## src/rtl/row_trace_sequencer.sv

```systemverilog
// row_trace_sequencer: paces the ray tracer against the display scan so each
// visible row has exactly one traced result held stable for the row renderer.
// Results land in a back register and are swapped into the front register at
// line boundaries; late traces are aborted, counted, and the previous row repeats.
module row_trace_sequencer #(
  parameter int unsigned V_VIEW = 480
) (
  input  logic        clk,
  input  logic        reset_n,
  input  logic        frame_start,
  input  logic        line_end,
  output logic        trace_start,
  output logic [9:0]  trace_row,
  output logic        trace_abort,
  input  logic        trace_done,
  input  logic        trace_side,
  input  logic [10:0] trace_size,
  input  logic [5:0]  trace_texu,
  output logic        row_side,
  output logic [10:0] row_size,
  output logic [5:0]  row_texu,
  output logic        row_valid,
  output logic        miss,
  output logic [7:0]  miss_count
);

  typedef enum logic [1:0] {
    S_IDLE,
    S_ISSUE,
    S_WAIT,
    S_READY
  } state_t;

  localparam logic [9:0] LAST_ROW = 10'(V_VIEW - 1);

  state_t      r_state;
  state_t      w_state_nx;

  logic        r_front_side,  w_front_side_nx;
  logic [10:0] r_front_size,  w_front_size_nx;
  logic [5:0]  r_front_texu,  w_front_texu_nx;
  logic        r_front_valid, w_front_valid_nx;

  logic        r_back_side,   w_back_side_nx;
  logic [10:0] r_back_size,   w_back_size_nx;
  logic [5:0]  r_back_texu,   w_back_texu_nx;
  logic        r_back_full,   w_back_full_nx;

  logic [9:0]  r_next_row,    w_next_row_nx;
  logic [7:0]  r_miss_count,  w_miss_count_nx;
  logic        r_trace_start, w_trace_start_nx;
  logic        r_trace_abort, w_trace_abort_nx;
  logic        r_miss,        w_miss_nx;

  logic        w_last;

  assign w_last = (r_next_row == LAST_ROW);

  // Next-state and next-register computation; frame_start overrides every other event.
  always_comb begin
    w_state_nx       = r_state;
    w_front_side_nx  = r_front_side;
    w_front_size_nx  = r_front_size;
    w_front_texu_nx  = r_front_texu;
    w_front_valid_nx = r_front_valid;
    w_back_side_nx   = r_back_side;
    w_back_size_nx   = r_back_size;
    w_back_texu_nx   = r_back_texu;
    w_back_full_nx   = r_back_full;
    w_next_row_nx    = r_next_row;
    w_miss_count_nx  = r_miss_count;
    w_trace_abort_nx = 1'b0;
    w_miss_nx        = 1'b0;

    if (frame_start) begin
      w_front_valid_nx = 1'b0;
      w_back_full_nx   = 1'b0;
      w_next_row_nx    = '0;
      w_miss_count_nx  = '0;
      w_state_nx       = S_ISSUE;
      w_trace_abort_nx = (r_state == S_WAIT);
    end else begin
      unique case (r_state)
        S_IDLE: begin
          if (line_end) w_front_valid_nx = 1'b0;
        end
        S_ISSUE, S_WAIT: begin
          if (r_state == S_WAIT && trace_done && line_end) begin
            // Result arrived on the boundary edge: skip the back register.
            w_front_side_nx  = trace_side;
            w_front_size_nx  = trace_size;
            w_front_texu_nx  = trace_texu;
            w_front_valid_nx = 1'b1;
          end else if (r_state == S_WAIT && trace_done) begin
            w_back_side_nx = trace_side;
            w_back_size_nx = trace_size;
            w_back_texu_nx = trace_texu;
            w_back_full_nx = 1'b1;
            w_state_nx     = S_READY;
          end else if (line_end) begin
            // Trace too late: front keeps the previous row, tracer is cancelled.
            w_miss_nx        = 1'b1;
            w_trace_abort_nx = 1'b1;
            if (r_miss_count != 8'hFF) w_miss_count_nx = r_miss_count + 8'd1;
          end else if (r_state == S_ISSUE) begin
            w_state_nx = S_WAIT;
          end
          if (line_end) begin
            if (w_last) begin
              w_state_nx = S_IDLE;
            end else begin
              w_next_row_nx = r_next_row + 10'd1;
              w_state_nx    = S_ISSUE;
            end
          end
        end
        S_READY: begin
          if (line_end) begin
            w_front_side_nx  = r_back_side;
            w_front_size_nx  = r_back_size;
            w_front_texu_nx  = r_back_texu;
            w_front_valid_nx = 1'b1;
            w_back_full_nx   = 1'b0;
            if (w_last) begin
              w_state_nx = S_IDLE;
            end else begin
              w_next_row_nx = r_next_row + 10'd1;
              w_state_nx    = S_ISSUE;
            end
          end
        end
        default: w_state_nx = S_IDLE;
      endcase
    end

    w_trace_start_nx = (w_state_nx == S_ISSUE);
  end

  // State and datapath registers; every output is taken straight from here.
  always_ff @(posedge clk or negedge reset_n) begin
    if (!reset_n) begin
      r_state       <= S_IDLE;
      r_front_side  <= 1'b0;
      r_front_size  <= '0;
      r_front_texu  <= '0;
      r_front_valid <= 1'b0;
      r_back_side   <= 1'b0;
      r_back_size   <= '0;
      r_back_texu   <= '0;
      r_back_full   <= 1'b0;
      r_next_row    <= '0;
      r_miss_count  <= '0;
      r_trace_start <= 1'b0;
      r_trace_abort <= 1'b0;
      r_miss        <= 1'b0;
    end else begin
      r_state       <= w_state_nx;
      r_front_side  <= w_front_side_nx;
      r_front_size  <= w_front_size_nx;
      r_front_texu  <= w_front_texu_nx;
      r_front_valid <= w_front_valid_nx;
      r_back_side   <= w_back_side_nx;
      r_back_size   <= w_back_size_nx;
      r_back_texu   <= w_back_texu_nx;
      r_back_full   <= w_back_full_nx;
      r_next_row    <= w_next_row_nx;
      r_miss_count  <= w_miss_count_nx;
      r_trace_start <= w_trace_start_nx;
      r_trace_abort <= w_trace_abort_nx;
      r_miss        <= w_miss_nx;
    end
  end

  // next_row only moves on transitions into ISSUE, so it doubles as trace_row.
  assign trace_start = r_trace_start;
  assign trace_row   = r_next_row;
  assign trace_abort = r_trace_abort;
  assign row_side    = r_front_side;
  assign row_size    = r_front_size;
  assign row_texu    = r_front_texu;
  assign row_valid   = r_front_valid;
  assign miss        = r_miss;
  assign miss_count  = r_miss_count;

endmodule

```

## config.mk

```make
export PLATFORM = sky130hd
export DESIGN_NAME = row_trace_sequencer
export DESIGN_NICKNAME = d
export VERILOG_FILES = /design/src/rtl/row_trace_sequencer.sv
export SDC_FILE = /design/constraint.sdc
export NUM_CORES = 1
export LEC_CHECK = 0
export ABC_AREA = 1
export ABC_CLOCK_PERIOD_IN_PS = 1600
export CAP_MARGIN = 30
export CORE_MARGIN = 1.5
export CORE_UTILIZATION = 25
export DETAILED_ROUTE_END_ITERATION = 10
export SETUP_SLACK_MARGIN = 0.02
export SLEW_MARGIN = 5
export SYNTH_ARGS = -nofsm -noshare
export SYNTH_HDL_FRONTEND = slang
export SYNTH_SLANG_ARGS = --single-unit
```

## constraint.sdc

```tcl
create_clock -name clk -period 1.6 [get_ports clk]
set_input_delay 0.32 -clock clk [delete_from_list [all_inputs] [get_ports clk]]
set_output_delay 0.32 -clock clk [all_outputs]
set_load 0.03 [all_outputs]
```

==> results of run 1 <==
cells by family (layout without fill, tap and decap cells):
group                    count (synthesis)  in the layout
XOR/XNOR                                 3              3
AND/OR/NAND/NOR                        173            174
buffers and inverters                   71            165
AO/OA/AOI/OAI                           75             75
adder cells (fa/ha/maj)                  6              6
flip-flops                              60             60
metal layers:
metal  part of all wire (%)  vias up
met3                    5.2       12
li1                       -     1413
met5                      0        -
met1                     46     1313
met4                    1.3        0
met2                     47       67
stage by stage:
step           hold slack (ns)  setup TNS (ns)  cells  util (%)
2_1_floorplan           0.0244               0    388         -
3_3_place_gp             0.355           -2.89    600      33.1
3_5_place_dp             0.359           -4.06    600      33.1
4_1_cts                0.00965         -0.0133    623      36.2
5_1_grt                 0.0234           -1.09    630      37.5
6_report              0.000802        -0.00262    630      37.5
cells in the mapped netlist:
| library cell | n |
|---|---|
| nand2_1 | 110 |
| dfrtp_1 | 60 |
| inv_1 | 54 |
| o21ai_0 | 54 |
| nand3_1 | 24 |
| nor2_1 | 24 |
| o21ai_2 | 13 |
| ha_1 | 6 |
| nand4_1 | 6 |
| clkbuf_1 | 4 |
| a21o_1 | 3 |
| buf_2 | 3 |
| buf_6 | 3 |
| inv_2 | 3 |
| or2_2 | 3 |
| xor2_1 | 3 |
| buf_4 | 2 |
| o21ai_1 | 2 |
| a21oi_1 | 1 |
| a21oi_2 | 1 |
| buf_1 | 1 |
| buf_8 | 1 |
| nand2_2 | 1 |
| nand3b_1 | 1 |
| nor2_2 | 1 |
| nor2_4 | 1 |
| nor3_1 | 1 |
| nor3b_4 | 1 |
| o22ai_1 | 1 |
repair_timing:
action	CTS	global route
setup endpoints to repair	66	55
pin swaps	0	4
gates resized for setup	50	28
setup buffers	5	2
cloned	2	6
worst paths after layout:
path | cells after the start | startpoint | endpoint
setup / recovery | 9 | r_state[0] | row_size[0]
hold reg to reg | 2 | r_back_size[9] | r_back_size[9]
min in group clk | 2 | r_back_size[9] | r_back_size[9]
max in group asynchronous | 2 | reset_n | miss_count[0]
hold / removal | 2 | reset_n | trace_row[1]
setup reg to reg | 9 | r_state[0] | row_size[0]
flip-flops by register name, summed over array words and instances, names as in the netlist:
name / flops
miss_count: 8
row_texu: 6
r_back_side: 1
trace_row: 10
trace_abort: 1
trace_start: 1
row_side: 1
miss: 1
r_back_texu: 6
row_valid: 1
r_state: 2
r_back_size: 11
row_size: 11
power by group through the flow:
stage / clock (mW) / combinational (mW) / sequential (mW)
finish: 1.96 / 3.05 / 2.27
global route: 2.07 / 3.32 / 2.33
CTS: 2.01 / 2.92 / 2.28
detailed placement: 0 / 2.77 / 2.31
global placement: 0 / 2.71 / 2.30
floorplan: 0 / 1.21 / 2.83
layout make-up:
| class | instances | area [µm²] | area share [%] |
|---|---|---|---|
| tap | 147 | 184 | 4.08 |
| sequential | 60 | 1510 | 33.4 |
| timing repair buffer | 92 | 936 | 20.8 |
| clock buffer | 12 | 256 | 5.69 |
| clock inverter | 4 | 47.5 | 1.05 |
| multi-input combinational | 258 | 1360 | 30.2 |
| inverter | 57 | 216 | 4.80 |
worst max-delay path, delay by kind of cell (launching register included):
family          cells  cell delay [ns]
buf+inv             3             0.46
flops               1             0.40
simple gates        3             0.33
compound gates      2             0.19
fa+ha+maj           1             0.16
==> impl_metrics.csv, run 1 <==
group,metric,value,unit
logic_synthesis,synthesis.area,0.00309,mm²
cells_and_area,area_growth,46.1,%
cts,htree_levels,3,
timing,slew_headroom,76.9,%
global_routing,grt_max_degree,61,
pwr,share_comb_of_total_power,41.9,%
global_routing,grt_first_pass_wirelength,12.7,mm
timing,fin_skew,0.00731,ns
cts,cts_root_buf,"clkbuf_16",
global_routing,grt_overflow,0,
pwr,power.leakage,2.24,nW
cts,clk_pin_slew,0.05,ns
logic_synthesis,synth_nets,417,
pwr,p_per_area,1610,mW/mm²
pwr,seq_power_share,31.2,%
global_routing,grt_pass1_vias,2638,
logic_synthesis,yosys_warnings,0,
global_routing,gr-max-usage-layer,"met2",
setup_path,slowest_stage,"dfrtp_1",
timing,fmax,624,MHz
detailed_routing,viasPerCell,4.45,
die,die_area,0.0130,mm²
pwr,swShare,37.8,%
placement,place.gp.congestion,0.872,
logic_synthesis,synthAdderAreaFrac,2.43,%
die,initial_core_util,25.7,%
detailed_routing,vias,2805,
detailed_routing,drc,0,
setup_path,crit_top_cell,"nand2_4",
logic_synthesis,ys_ff_latch,60,
logic_synthesis,synth_compound_area_share,14.2,%
cells_and_area,drive_gt1_share,18.6,%
setup_path,cp-end-kind,"flip-flop",
timing,worstMarginPinSlew,0.344,ns
cells_and_area,fin_nets,507,
detailed_routing,drt-initial-drc-count,160,
timing,layout_min_cycle_time,1.60,ns
cells_and_area,antenna_cells,0,
timing,finalMaxSlewViolations,0,
cts,cts_made_buffers,9,
logic_synthesis,synth-xor-area-share,0.852,%
placement,io_buffers,62,
placement,placed_area,0.00397,mm²
cts,clock-sinks,60,
pwr,p_int,4.52,mW
setup_path,start_kind,"flip-flop",
cells_and_area,layout_common_cells,"nand2_1, dfrtp_1, inv_1",
cts,clk_latency,0.33,ns
cts,cts_hold_buf,0,
die,design.portCount,63,
cts,cts_tree,"done",
global_routing,grt_use_met3,4.18,%
cts,clock_path_buffers,2,
logic_synthesis,netlist_top_cells_area,"dfrtp_1, nand2_1, o21ai_0, inv_1, nand3_1",
placement,hpwlAfterDp,5.04,mm
setup_path,critPathKind,"flip-flop to flip-flop",
worst_hold_path,hp-class,"input pin to asynchronous set/reset pin",
pwr,power.switching,2.75,mW
status,violations,"negative setup slack",
die,die_y,114,µm
global_routing,use_met1,14.9,%
cells_and_area,final_common_cell,"nand2_1",
logic_synthesis,synth_top_area_share,48.7,%
detailed_routing,drt-pass1-iter-count,4,
die,coreArea,0.0120,mm²
die,num_rows,40,
cells_and_area,final_cell_area,0.00451,mm²
global_routing,grt.total_usage,12.4,%
logic_synthesis,synthMuxAreaShare,0,%
setup_path,crit_required,1.86,ns
timing,final-setup-viol-count,1,
setup_path,crit_chain,"inv_2 -> ha_4 -> nand2_4 -> o21ai_4 -> nor3b_4 -> buf_6 -> clkbuf_16 -> nand2_4 -> o21ai_2",
pwr,peakVddDrop,515,µV
placement,dp_slack,-0.199,ns
timing,hold_viol,0,
logic_synthesis,yosys.cell_types.count,29,
logic_synthesis,synth-simple-area-share,23.8,%
timing,fin_crit_sh,100,%
setup_path,cp.arrival,1.86,ns
detailed_routing,wl,8.33,mm
logic_synthesis,synth_top_family_by_area,"simple AND/OR/NAND/NOR gates",
detailed_routing,ant_nets,0,
logic_synthesis,netlist_instances,388,
run,cap_viol_max_count,0,
global_routing,antenna_found_initial,0,
setup_path,cp_slowest_stage_delay,0.40,ns
timing,setup_slack,-0.00262,ns
timing,rsz0062_at_grt,"true",
setup_path,rrSetupSlack,-0.003,ns
setup_path,path_max_fanout,4,
cells_and_area,fillers,1230,
pwr,power.total,7.27,mW
die,dieWidth,114,µm
status,status,"finished, violations left",
logic_synthesis,yosysSeqAreaShare,48.7,%
logic_synthesis,syn-mean-instance-area,7.95,µm²
logic_synthesis,synth_top_area_cell,"dfrtp_1",
pwr,p_clk_share,26.9,%
detailed_routing,wl_per_cell,13.2,µm
global_routing,use_met2,20.5,%
Note: power is estimated with default switching activity, not from simulation.
==> run 2: changes to the inputs <==
==> constraint.sdc (replaced) <==
create_clock -name clk -period 1.6 [get_ports clk]
set_input_delay 0.24 -clock clk [delete_from_list [all_inputs] [get_ports clk]]
set_output_delay 0.24 -clock clk [all_outputs]
set_load 0.03 [all_outputs]
==> impl_metrics.csv, run 2 (synthesis gave the netlist of run 1 again) <==
group,metric,value,unit
detailed_routing,vias,2829,
timing,fin_skew,0.00475,ns
die,design.portCount,63,
global_routing,grt.total_usage,12.4,%
timing,rsz0062_at_grt,"true",
die,die_area,0.0130,mm²
cells_and_area,fin_cells,634,
pwr,p_per_area,1620,mW/mm²
placement,io_buffers,62,
timing,worstMarginPinSlew,0.345,ns
cts,clock-sinks,60,
run,cap_viol_max_count,0,
timing,fin_crit_sh,104,%
die,die_y,114,µm
timing,hold_viol,0,
placement,place.gp.congestion,0.820,
placement,placed_area,0.00397,mm²
timing,layout_min_cycle_time,1.67,ns
timing,setup_slack,-0.0672,ns
cells_and_area,final_cell_area,0.00470,mm²
setup_path,path_max_fanout,4,
global_routing,grt_max_degree,61,
cts,clock_path_buffers,2,
die,num_rows,40,
status,violations,"negative setup slack",
die,dieWidth,114,µm
die,initial_core_util,25.7,%
setup_path,crit_start,"r_state[0]",
placement,hpwlAfterDp,4.91,mm
global_routing,antenna_found_initial,0,
global_routing,grt_pass1_vias,2668,
die,coreArea,0.0120,mm²
setup_path,cp.arrival,1.89,ns
cells_and_area,area_growth,52.5,%
detailed_routing,drt-initial-drc-count,90,
setup_path,crit_required,1.82,ns
timing,fmax,600,MHz
detailed_routing,ant_nets,0,
detailed_routing,wl,8.51,mm
cts,cts_tree,"done",
cells_and_area,final_common_cell,"nand2_1",
setup_path,reg2regPathDepth,8,
pwr,power.leakage,2.33,nW
cts,clk_pin_slew,0.05,ns
cells_and_area,antenna_cells,0,
detailed_routing,drt-pass1-iter-count,4,
placement,dp.cells,600,
cells_and_area,fin_nets,511,
global_routing,grt_first_pass_wirelength,12.6,mm
detailed_routing,wl_per_cell,13.4,µm
cts,htree_levels,3,
timing,finalMaxSlewViolations,0,
cells_and_area,layout_common_cells,"nand2_1, dfrtp_1, inv_1",
timing,final-setup-viol-count,18,
detailed_routing,viasPerCell,4.46,
cts,clk_latency,0.33,ns
cts,cts_root_buf,"clkbuf_16",
worst_hold_path,hp-class,"input pin to asynchronous set/reset pin",
cells_and_area,drive_gt1_share,22.8,%
timing,slew_headroom,77.0,%
setup_path,cp-end-kind,"flip-flop",
pwr,peakVddDrop,579,µV
status,status,"finished, violations left",
detailed_routing,drc,0,
cells_and_area,post-route-util,39.2,%
setup_path,start_kind,"flip-flop",
setup_path,r2r-start,"r_state[0]",
timing,whs,0.425,ns
cts,cts_made_buffers,9,
global_routing,grt_overflow,0,
setup_path,critPathKind,"flip-flop to flip-flop",
## run 2: worst max-delay path: stages (launching register included)
cell	delay [ns]
dfrtp_1	0.40
inv_2	0.13
ha_4	0.17
nand2_4	0.06
o21ai_2	0.16
nor3b_4	0.25
buf_6	0.18
clkbuf_16	0.15
o21ai_2	0.05
## run 2: power breakdown
part / switching [mW] / internal (mW) / total, mW / leakage (nW)
Clock: 0.672 / 1.40 / 2.07 / 0.159
Sequential: 0.283 / 2.00 / 2.28 / 0.790
Combinational: 1.89 / 1.37 / 3.26 / 1.38
Total: 2.84 / 4.77 / 7.61 / 2.33
## run 2: worst paths after layout
check	end	slack, ns
min in group clk	r_back_texu[4]	0.48
hold / removal	miss_count[7]	0.42
hold reg to reg	r_back_texu[5]	0.48
setup / recovery	row_texu[5]	-0.07
max in group asynchronous	row_valid	0.86
setup reg to reg	row_texu[5]	-0.07
## run 2: area by class of cell
cell class / count / area (µm²)
repair buffers: 96 / 1050
fillers: 1212 / 7310
well taps: 147 / 184
inverters: 57 / 216
multi-input cells: 258 / 1430
clock buffers: 11 / 243
clock inverters: 5 / 75.1
flip-flops and latches: 60 / 1500
## run 2: timing repair
action | in CTS | in global routing
gates cloned | 2 | 11
hold buffers | 1 | 0
hold endpoints to repair | 60 | 0
buffers inserted | 2 | 2
setup endpoints to repair | 62 | 56
pin swaps | 1 | 4
gates resized for setup | 42 | 70
## run 2: per-layer routing
layer / up-vias / share of wire, % / GRT usage, %
li1: 1428 / - / -
met1: 1322 / 47 / 15.4
met2: 66 / 47 / 20.4
met3: 13 / 4.5 / 3.81
met4: 0 / 1.3 / 4.50
met5: - / 0 / 0
## run 2: per-stage QoR
stage	setup TNS (ns)	setup WS [ns]	total power [mW]
6_report	-0.941	-0.0672	7.61
5_1_grt	-3.63	-0.189	8.10
4_1_cts	-0.307	-0.0379	7.13
3_5_place_dp	-1.98	-0.128	5.08
3_3_place_gp	-0.512	-0.0366	5.01
2_1_floorplan	0	0.0221	4.04
==> RTL edit 1, RTL diff (config.mk and constraints of run 1) <==
The 4 states of `state_t` get a one-hot encoding in 4 bits.
--- a/src/rtl/row_trace_sequencer.sv
+++ b/src/rtl/row_trace_sequencer.sv
@@ -25,9 +25,9 @@
 );
 
-  typedef enum logic [1:0] {
-    S_IDLE,
-    S_ISSUE,
-    S_WAIT,
-    S_READY
+  typedef enum logic [3:0] {
+    S_IDLE  = 4'b0001,
+    S_ISSUE = 4'b0010,
+    S_WAIT  = 4'b0100,
+    S_READY = 4'b1000
   } state_t;
 
Function: no difference found for any inputs over 4 cycles, from zero or initial values and one cycle with reset_n low; so few cycles prove little.
==> RTL edit 1 against run 1 <==
  * Critical endpoint is now row_size[8]
  * Wire length fell by 6.1%
  * Critical path type unchanged
  * Core utilization fell by 1.2 points
  * Synthesized cell count rose by 5.7%
  * Cell area rose by 1.2%
  * Area after synthesis rose by 3.7%
  * Via count rose by 1.8%
  * Sequential cell count rose by 2
  * Critical path depth did not move
  * Count of clock-buffer cells in the layout did not move
  * Worst hold slack improved by 0.41 ns
  * Setup slack improved by 0.098 ns
Power is not compared: it rests on default switching activity, and its combinational part moved more than twofold at a synthesized area within 25%.
==> RTL edit 1: results (changes against run 1) <==
finish:
  clockBufferCount: 12  # unchanged
  clkCellAreaFrac: 0.06775  # +0.0003016
  fillers: 1321  # +7.4%
  buffers: 98  # +6.5%
  nets: 529  # +4.3%
  multi_input_gates: 289  # +12%
  seq_share: 0.3409  # +0.007033
  inverters: 44  # -23%
  multi_input_area_share: 0.3124  # +0.01015
synthesis:
  synth_top_area_share: 0.4769  # -0.009683
  synth_xor_area_frac: 0.01916  # +0.01064
  synth.distinct_cells: 31  # +6.9%
  synth_common_cells: "133 x nand2_1, 61 x dfrtp_1, 43 x inv_1, 43 x nor2_1, 38 x nand3_1"
  syn_nets: 435  # +4.3%
  synth_fa_ha_area_frac: 0.007819  # -0.01651
  synth_compound_area_frac: 0.06919  # -0.07233
  ys_seq_area_frac: 0.4851  # -0.001473
  synthCells: 410  # +5.7%
  synth_area_leaders: "dfrtp_1 48%, nand2_1 16%, nand3_1 5.9%"
detailed_routing:
  dr_wl_met2_um: 3833  # -2.3%
  num_vias: 2856  # +1.8%
  drt_first_iter_violations: 72  # -55%
  routed-wl-met3_um: 299  # -31%
  wl_per_cell_um: 11.50  # -13%
  routed_wl_um: 7819  # -6.1%
  wl_met1_um: 3609  # -6.5%
global_routing:
  track_usage: 0.1270  # +0.002868
  met3_usage: 0.03166  # -0.01017
  grt_util_met1: 0.1517  # +0.002678
  use_met2: 0.2239  # +0.01870
  grt_max_degree: 38  # -38%
place:
  gp_congestion: 0.8330  # -4.5%
  dpl.cell_count: 657  # +9.5%
  place_worst_setup_slack_ns: -0.08215  # +0.1168 ns
  hpwl_um: 5575  # +11%
  placed_area_mm2: 0.004202  # +5.8%
critical_path:
  arrival_ns: 1.72  # -0.14 ns
  r2r_setup_slack_ns: 0.1  # +0.10 ns
  slowest_delay_ns: 0.57  # +0.17 ns
  crit_path_max_fanout: 7  # +3
  path_delay_family: "flip-flops"
  r2r_end: "row_size[8]"
  regToRegStartpoint: "r_state[0]"
  cpMaxStageDelayCell: "dfstp_2"
clock_network:
  clock_latency_ns: 0.32
  numCtsBuffers: 9  # unchanged
  ctsHoldBuffers: 1  # +1
  cts_sinks: 62  # +3.3%
  cts_resized: 40  # -20%
power:
  swShare: 0.3010
  finalPower_mw: 4.991
timing:
  fin_worst_skew_ns: 0.009609  # +0.002300 ns
  max-slew-margin-rel: 0.7599  # -0.008620
run_status:
  status: "complete, no violations"
==> RTL edit 1: changes by cell type in the layout (fill, tap and decap cells not counted), moves of 10 or more <==
cell,before,now
nor2_1,22,42
o21ai_0,42,8
nand3_1,24,37
o21ai_2,13,0
a21oi_1,1,19
nand2_1,103,132
inv_1,52,42
buf_4,18,30
==> RTL edit 1: kinds of logic after synthesis <==
logic type	after synthesis
xor+xnor	7
flops	62
simple gates	238
fa+ha+maj	2
buf+inv	59
compound gates	42
==> RTL edit 1: worst max path at each step <==
stage / startpoint / to / slack (ns) / cells past startpoint
finish: r_state[0] / row_size[8] / 0.1 / 9
global route: r_state[2] / row_size[1] / -0.01 / 9
CTS: r_state[1] / row_size[7] / 0.04 / 8
detailed placement: trace_done / miss_count[5] / -0.08 / 6
global placement: trace_done / miss_count[1] / -0.06 / 6
floorplan: miss_count[0] / miss_count[4] / 0.07 / 7
==> RTL edit 2, RTL diff (config.mk and constraints of run 1) <==
Without the edit above. `V_VIEW`: 480 -> 360.
--- a/src/rtl/row_trace_sequencer.sv
+++ b/src/rtl/row_trace_sequencer.sv
@@ -4,5 +4,5 @@
 // line boundaries; late traces are aborted, counted, and the previous row repeats.
 module row_trace_sequencer #(
-  parameter int unsigned V_VIEW = 480
+  parameter int unsigned V_VIEW = 360
 ) (
   input  logic        clk,
Formal check against the unedited RTL: same outputs for any inputs over 4 cycles, from zero or initial values and one cycle with reset_n low; that may be too few to reach the edited logic, so the function may still have changed.
==> RTL edit 2 against run 1 <==
  * The flow finishes with violations (hold timing, setup timing)
  * Synthesized cell count increased by 0.77%
  * Critical path depth is the same
  * Sequential cell count did not move
  * Wire length rose by 1.2%
  * Power up 0.86%
  * Clock skew down 0.00054 ns
  * Area after synthesis is 0.45% lower
  * Cell area up 3.7%
  * Clock power barely moved
  * Non-clock buffer count is 14 higher
  * Final cell count rose by 3.0%
  * Global-route usage is 0.22 points lower
  * Setup slack got worse by 0.059 ns
  * Critical endpoint is now row_size[6]
  * Largest cell class unchanged
==> RTL edit 2: results (changes against run 1) <==
detailed_routing:
  drt_first_iter_violations: 142  # -11%
  vias_per_cell: 4.396  # -1.3%
  routed_wl_um: 8431  # +1.2%
synthesis:
  synth_top_cell_by_area: "dfrtp_1"
  synth_fa_ha_area_frac: 0.02444  # +0.0001090
  synth_common_cells: "116 x nand2_1, 60 x dfrtp_1, 56 x inv_1"
  syn_nets: 420  # +0.72%
  synth_area_leaders: "dfrtp_1 49%, nand2_1 14%, o21ai_0 8.1%"
  synth_xor_area_frac: 0.01141  # +0.002889
  synth_top_area_share: 0.4888  # +0.002180
  synth_compound_area_frac: 0.1332  # -0.008327
  ys_seq_area_frac: 0.4888  # +0.002180
  avgSynthCellArea_um2: 7.856  # -1.2%
  synth.distinct_cells: 27  # -6.9%
timing:
  fin_worst_skew_ns: 0.006766  # -0.0005426 ns
  finalSetupTns_ns: -0.8320  # -0.8294 ns
  worstMarginPinSlew_ns: 0.3944  # +0.05089 ns
  hold_ws_ns: -0.007444  # -0.008246 ns
  final-hold-violation-count: 5  # +5
  setup_viol_count_final: 23  # +22
  setup_ws_ns: -0.06141  # -0.05879 ns
power:
  vdd_ir_drop_max_uv: 774.3  # +50%
  finalPower_mw: 7.334  # +0.86%
  p_int_mw: 4.553  # +0.63%
  leakage_nw: 2.314  # +3.3%
  comb-power_mw: 3.13  # +3%
place:
  placed_area_mm2: 0.004044  # +1.9%
  hpwl_um: 5044  # about the same
  dpl.cell_count: 615  # +2.5%
  gp_congestion: 0.8232  # -5.6%
  place_worst_setup_slack_ns: -0.1929  # +0.006063 ns
finish:
  drive_above_1_share: 0.2271  # +0.04076
  stdcell_count: 649  # +3.0%
  fillers: 1205  # -2.0%
  nets: 526  # +3.7%
global_routing:
  grt_util_met1: 0.1482  # -0.0007882
  grt_pass1_wl_um: 12230  # -3.6%
  grt_pass1_vias: 2644  # +0.23%
  antenna_found_initial: 0  # unchanged
  track_usage: 0.1219  # -0.002241
  met3_usage: 0.03613  # -0.005689
  use_met2: 0.1992  # -0.006024
clock_network:
  clockRootBuffer: "clkbuf_16"
run_status:
  status: "finished with violations"
  violations: "hold timing, setup timing"
critical_path:
  crit_path_max_fanout: 5  # +1
  arrival_ns: 1.92  # +0.06 ns
  r2r_end: "row_size[6]"
  endpoint: "row_size[6]"
==> RTL edit 2: cell count changes after synthesis, moves of 2 or more <==
cell	change
inv_2	-2
nand3_1	-5
nand2_1	+6
nand4_1	+4
buf_2	+2
clkinv_1	+2
o21ai_0	-4
or2_2	-2
inv_1	+2
nor2_1	+3
==> RTL edit 2: layout make-up <==
type	count	area, um2	share of cell area
clock buffers	12	256.5	0.05484
clock inverters	4	47.55	0.01017
inverters	59	229.0	0.04896
multi-input cells	259	1395	0.2983
flip-flops and latches	60	1505	0.3218
well taps	147	183.9	0.03933
repair buffers	106	1045	0.2234
repair inverters	2	15.01	0.003210
==> RTL edit 2: timing repair <==
| action | CTS | global route |
|---|---|---|
| setup endpoints to repair | 66 | 58 |
| cloned | 0 | 11 |
| endpoints found under the hold margin | 0 | 0 |
| setup buffers | 0 | 7 |
| resized for setup | 41 | 60 |
| pin swaps | 0 | 6 |
==> RTL edit 2: per-layer routing <==
layer / share of wire / routed length (um)
met5: 0 / 0
met4: 0.017 / 147
met3: 0.055 / 466
met2: 0.48 / 4068
met1: 0.44 / 3749
==> RTL edit 2: cells by family (layout without fill, tap and decap cells) <==
family / Yosys count / count (layout)
AND/OR/NAND/NOR: 179 / 179
buffers and inverters: 72 / 183
AO/OA/AOI/OAI: 70 / 70
flip-flops: 60 / 60
adder cells (fa/ha/maj): 6 / 6
XOR/XNOR: 4 / 4
==> RTL edit 2: worst min-delay path by stage <==
stage,start,to,slack (ns),cells past startpoint
finish,reset_n,row_texu[3],-0.007,2
global route,reset_n,row_texu[1],0.04,2
CTS,reset_n,row_texu[1],0.009,2
detailed placement,reset_n,row_texu[1],0.36,2
global placement,reset_n,row_texu[2],0.36,2
floorplan,reset_n,miss,0.02,0
